File: src/rtl/uart_rx.sv
// UART receiver: two-flop synchronized rx, mid-bit sampling FSM, valid/ready output buffer.
// Optional even-parity bit is enabled by defining UART_RX_PARITY_EN.
//
// state     | meaning
// IDLE      | line idle, waiting for a low level
// START     | confirming the start bit at its midpoint
// DATA      | sampling DATA_BITS bits, LSB first
// PARITY    | sampling the even-parity bit (UART_RX_PARITY_EN only)
// STOP      | sampling the stop bit, deliver or flag framing error
// WAIT_HIGH | line held low after a bad stop, wait for it to release
module uart_rx #(
    parameter int CLKS_PER_BIT = 868,
    parameter int DATA_BITS    = 8
) (
    input  logic                 clk,
    input  logic                 rst,
    input  logic                 rx,
    output logic [DATA_BITS-1:0] rx_data,
    output logic                 rx_valid,
    input  logic                 rx_ready,
    output logic                 frame_err,
    output logic                 overrun,
    output logic                 parity_err
);

    localparam int CW = $clog2(CLKS_PER_BIT);
    localparam int BW = $clog2(DATA_BITS + 1);
    localparam logic [CW-1:0] CNT_HALF = CW'(CLKS_PER_BIT / 2);
    localparam logic [CW-1:0] CNT_LAST = CW'(CLKS_PER_BIT - 1);
    localparam logic [BW-1:0] BIT_LAST = BW'(DATA_BITS - 1);

    typedef enum logic [2:0] {
        IDLE,
        START,
        DATA,
`ifdef UART_RX_PARITY_EN
        PARITY,
`endif
        STOP,
        WAIT_HIGH
    } state_t;

    state_t               state_q;
    logic                 rx_meta_q;
    logic                 rx_sync_q;
    logic [CW-1:0]        cyc_cnt_q;
    logic [BW-1:0]        bit_cnt_q;
    logic [DATA_BITS-1:0] shift_q;
    logic [DATA_BITS-1:0] rx_data_q;
    logic                 rx_valid_q;
    logic                 frame_err_q;
    logic                 overrun_q;

    logic bit_tick;
    logic par_ok;
    logic deliver_d;

    assign bit_tick = (cyc_cnt_q == CNT_LAST);

`ifdef UART_RX_PARITY_EN
    logic par_bit_q;
    logic parity_err_q;
    assign par_ok     = ((^shift_q) == par_bit_q);
    assign parity_err = parity_err_q;
`else
    assign par_ok     = 1'b1;
    assign parity_err = 1'b0;
`endif

    // A word is handed over only when the stop bit is high and parity (if any) agrees.
    assign deliver_d = (state_q == STOP) && bit_tick && rx_sync_q && par_ok;

    always_ff @(posedge clk) begin
        if (!rst) begin
            state_q     <= IDLE;
            rx_meta_q   <= 1'b1;
            rx_sync_q   <= 1'b1;
            cyc_cnt_q   <= '0;
            bit_cnt_q   <= '0;
            shift_q     <= '0;
            rx_data_q   <= '0;
            rx_valid_q  <= 1'b0;
            frame_err_q <= 1'b0;
            overrun_q   <= 1'b0;
`ifdef UART_RX_PARITY_EN
            par_bit_q    <= 1'b0;
            parity_err_q <= 1'b0;
`endif
        end else begin
            rx_meta_q   <= rx;
            rx_sync_q   <= rx_meta_q;
            frame_err_q <= 1'b0;
            overrun_q   <= 1'b0;
`ifdef UART_RX_PARITY_EN
            parity_err_q <= 1'b0;
`endif

            // Acceptance in the delivery cycle frees the buffer, so no overrun then.
            if (deliver_d) begin
                if (!rx_valid_q || rx_ready) begin
                    rx_data_q  <= shift_q;
                    rx_valid_q <= 1'b1;
                end else begin
                    overrun_q <= 1'b1;
                end
            end else if (rx_valid_q && rx_ready) begin
                rx_valid_q <= 1'b0;
            end

            case (state_q)
                IDLE: begin
                    cyc_cnt_q <= '0;
                    bit_cnt_q <= '0;
                    if (!rx_sync_q) state_q <= START;
                end
                START: begin
                    if (cyc_cnt_q == CNT_HALF) begin
                        cyc_cnt_q <= '0;
                        state_q   <= rx_sync_q ? IDLE : DATA;
                    end else begin
                        cyc_cnt_q <= cyc_cnt_q + 1'b1;
                    end
                end
                DATA: begin
                    if (bit_tick) begin
                        cyc_cnt_q <= '0;
                        shift_q   <= {rx_sync_q, shift_q[DATA_BITS-1:1]};
                        bit_cnt_q <= bit_cnt_q + 1'b1;
                        if (bit_cnt_q == BIT_LAST) begin
`ifdef UART_RX_PARITY_EN
                            state_q <= PARITY;
`else
                            state_q <= STOP;
`endif
                        end
                    end else begin
                        cyc_cnt_q <= cyc_cnt_q + 1'b1;
                    end
                end
`ifdef UART_RX_PARITY_EN
                PARITY: begin
                    if (bit_tick) begin
                        cyc_cnt_q <= '0;
                        par_bit_q <= rx_sync_q;
                        state_q   <= STOP;
                    end else begin
                        cyc_cnt_q <= cyc_cnt_q + 1'b1;
                    end
                end
`endif
                STOP: begin
                    if (bit_tick) begin
                        cyc_cnt_q <= '0;
                        if (!rx_sync_q) frame_err_q <= 1'b1;
`ifdef UART_RX_PARITY_EN
                        parity_err_q <= !par_ok;
`endif
                        state_q <= rx_sync_q ? IDLE : WAIT_HIGH;
                    end else begin
                        cyc_cnt_q <= cyc_cnt_q + 1'b1;
                    end
                end
                WAIT_HIGH: begin
                    if (rx_sync_q) state_q <= IDLE;
                end
                default: state_q <= IDLE;
            endcase
        end
    end

    assign rx_data   = rx_data_q;
    assign rx_valid  = rx_valid_q;
    assign frame_err = frame_err_q;
    assign overrun   = overrun_q;

endmodule

File: config.mk
export PLATFORM = sky130hd
export DESIGN_NAME = uart_rx
export DESIGN_NICKNAME = d
export VERILOG_FILES = /design/src/rtl/uart_rx.sv
export SDC_FILE = /design/constraint.sdc
export NUM_CORES = 1
export LEC_CHECK = 0
export ABC_AREA = 1
export CORE_MARGIN = 2
export CORE_UTILIZATION = 56
export CTS_CLUSTER_DIAMETER = 150
export DETAILED_ROUTE_END_ITERATION = 8
export PLACE_DENSITY = 0.9
export SLEW_MARGIN = 5
export SYNTH_ARGS = -nofsm -noshare
export SYNTH_HDL_FRONTEND = slang
export SYNTH_SLANG_ARGS = --single-unit
File: constraint.sdc
create_clock -name clk -period 1.97 [get_ports clk]
set_clock_uncertainty 0.15 [all_clocks]
set_input_delay 0.4925 -clock clk [delete_from_list [all_inputs] [get_ports clk]]
set_output_delay 0.4925 -clock clk [all_outputs]
set_load 0.05 [all_outputs]
==> impl_metrics.yaml <==
final_layout:
  area_delta_synth_final_pct: 16.0
  layout.nets: 294
  diodes: 0
  drive_gt1_frac: 0.149
  layout.cells.non_filler: 332
  nFillCells: 267
logic_synthesis:
  synth-seq-cells: 38
  synthFlopType: "dfxtp_1"
  async_reset_ff_frac: 0
  muxShareOfSynthArea: 0
  avgSynthCellArea_sq_um: 6.91
  synth_fa_ha_area_frac: 0.0204
  synth-edff-count: 0
  synthCells: 267
  synth_compound_area_frac: 0.0699
  synth_xor_area_frac: 0.0190
  synthMostInstantiatedCell: "nand2_1"
  synth_top_family_by_area: "simple AND/OR/NAND/NOR gates"
  synth_warnings: 0
  syn_area_sq_mm: 0.00184
  ys_top_cells_by_area: "dfxtp_1 41%, nand2_1 14%, nor2_1 10%"
  yosysSeqAreaShare: 0.412
  synth_area_leader_cell: "dfxtp_1"
  synth_common_cells: "70 x nand2_1, 49 x nor2_1, 38 x dfxtp_1"
  syn-num-nets: 274
  synth_cell_types: 34
  synth_top_cell_area_share: 0.412
  synth_simple_gate_area_frac: 0.379
setup_path:
  cp.arrival_ns: 1.92
  worstPathCellList: "ha_1, nand2_1, nor2_1, nand3_4, nand2_2, nand2_1, nand2_1, nand2_1, nand2_1, inv_1"
  cp_slowest_cell: "dfxtp_2"
  timing.critical_path.fanout_max: 5
  crit_required_ns: 2.08
  path_class: "flop to flop"
  cp-end-kind: "flop"
  critPathLaunchType: "flop"
  crit_buf_inv: 1
  cpPeakStageDelay_ns: 0.40
  path_common_cell: "nand2_1"
  critPathTopFamily: "simple AND/OR/NAND/NOR gates"
route:
  antenna_left: 0
  drt_first_pass_iters: 4
  wl_per_cell_um: 12.4
  drt_iter0_drc: 82
  vias: 1725
  vias_per_cell: 5.20
  wl_mm: 4.10
  drcViolationCount: 0
clock_network:
  cts_made_buffers: 5
  h-tree-depth: 2
  cts_tree: "built"
  cts-root-buf: "clkbuf_4"
  worstSkewPairLatency_ns: 0.36
  path_clk_slew_ns: 0.11
  clk_path_buf_depth: 2
  cts_sinks: 38
place:
  io_buffers: 14
  gp_congestion: 0.832
  dp_cells: 323
  hpwl_mm: 2.72
status:
  outcome: "finished, final reports clean"
die:
  die_h_um: 61.4
  rows: 20
  core-area_sq_mm: 0.00310
  initial_core_util: 0.594
  die_w_um: 61.4
  dieArea_sq_mm: 0.00377
  num_io_pins: 16
global_route:
  antenna_found_initial: 0
  track_usage: 0.242
  grtUsageMet2: 0.374
  grt_pass1_wl_mm: 6.55
  grt_use_met1: 0.304
  use_met3: 0.0882
  grt.busiest_layer: "met2"
  grt_max_degree: 26
  grt_pass1_vias: 1516
  overflow: 0
sta:
  slew_viol_final: 0
  final-hold-violation-count: 0
  tns_ns: 0
  rsz0062_at_grt: "false"
  min_period_ns: 1.81
  post-route-period-util: 0.918
  finalSetupViolCount: 0
  max_freq_ghz: 0.553
min_path:
  min_path_type: "flop to flop"
power:
  p_leak_nw: 1.04
  vdd_drop_max_v: 0.000617
  power.density_mw_per_mm2: 1040
job:
  maxCapViolations: 0
[area by class of cell]
class	instances	area (sq um)	share of cell area
clock buffers	6	51.3	0.0240
clock inverters	2	60.1	0.0281
inverters	35	138	0.0643
multi-input cells	188	910	0.425
flip-flops and latches	38	763	0.357
well taps	44	55.1	0.0257
repair buffers	19	163	0.0760
[through the flow]
stage | setup WS [ns] | instance area [sq um] | util | hold WS [ns] | power [mW]
after CTS | 0.0711 | 2110 | 0.680 | 0.286 | 2.20
after global routing | 0.0364 | 2140 | 0.690 | 0.319 | 2.33
after floorplan | 0.390 | 1840 | - | 0.243 | 1.37
final | 0.161 | 2140 | 0.690 | 0.284 | 2.22
after global placement | 0.153 | 2000 | 0.644 | 0.244 | 1.47
after detailed placement | 0.0937 | 2000 | 0.644 | 0.250 | 1.49
[logic make-up after synthesis]
logic type,count (synthesis)
AOI/OAI and AO/OA,25
xor gates and xnor gates,4
adders and majority gates,3
buffers and inverters,41
DFF,38
other,1
and+or+nand+nor,155
[worst reg2reg max path: stages, from the launching register on]
cell and delay, ns:
dfxtp_2 0.40, ha_1 0.22, nand2_1 0.15, nor2_1 0.21, nand3_4 0.09, nand2_2 0.09
nand2_1 0.17, nand2_1 0.10, nand2_1 0.06, nand2_1 0.06, inv_1 0.04
[timing repair]
item                       in CTS  in global routing
gates resized for setup         0                  4
setup endpoints to repair       0                 19
hold buffers                    0                  0
setup buffers                   0                  1
[cell usage in the layout, fill, tap and decap left out, types with 2 or more instances in the layout]
cell,Yosys,final
nand2_1,70,70
nor2_1,49,49
dfxtp_1,38,36
inv_1,30,29
buf_4,1,15
o21ai_0,14,14
nor3_1,11,11
nand3_1,11,11
a21oi_1,8,8
clkbuf_4,0,5
inv_2,2,3
xor2_1,3,3
ha_1,3,3
clkdlybuf4s50_1,0,3
nand2_4,2,2
nor2_4,2,2
or2_2,2,2
bufinv_16,0,2
dfxtp_2,0,2
[final timing paths]
check	slack, ns	to	cells past startpoint	start
worst max register to register	0.16	cyc_cnt_q[1]$_SDFFE_PN0P_	10	cyc_cnt_q[0]$_SDFFE_PN0P_
worst min register to register	0.28	rx_sync_q$_SDFF_PN1_	1	rx_meta_q$_SDFF_PN1_
worst max-delay path	0.16	cyc_cnt_q[1]$_SDFFE_PN0P_	10	cyc_cnt_q[0]$_SDFFE_PN0P_
worst min-delay path	0.28	rx_sync_q$_SDFF_PN1_	1	rx_meta_q$_SDFF_PN1_
[power breakdown]
group / leakage (nW) / switching, mW / internal (mW)
Clock: 0.0585 / 0.272 / 0.430
Sequential: 0.308 / 0.0656 / 0.816
Combinational: 0.675 / 0.442 / 0.191
Total: 1.04 / 0.780 / 1.44
[per-layer routing]
metal | share of wire | vias up | routed length, um
met3 | 0.059 | 12 | 240
met2 | 0.48 | 54 | 1960
met5 | 0 | - | 0
met4 | 0.025 | 0 | 102
met1 | 0.44 | 788 | 1800
li1 | - | 871 | -
[state kept, by name (all words and copies together) (netlist names)]
| signal | cells |
|---|---|
| frame_err | 1 |
| rx_data | 8 |
| bit_cnt_q | 4 |
| rx_valid | 1 |
| cyc_cnt_q | 10 |
| rx_sync_q | 1 |
| state_q | 3 |
| shift_q | 8 |
| overrun | 1 |
| rx_meta_q | 1 |
(Power assumes the default switching activity.)
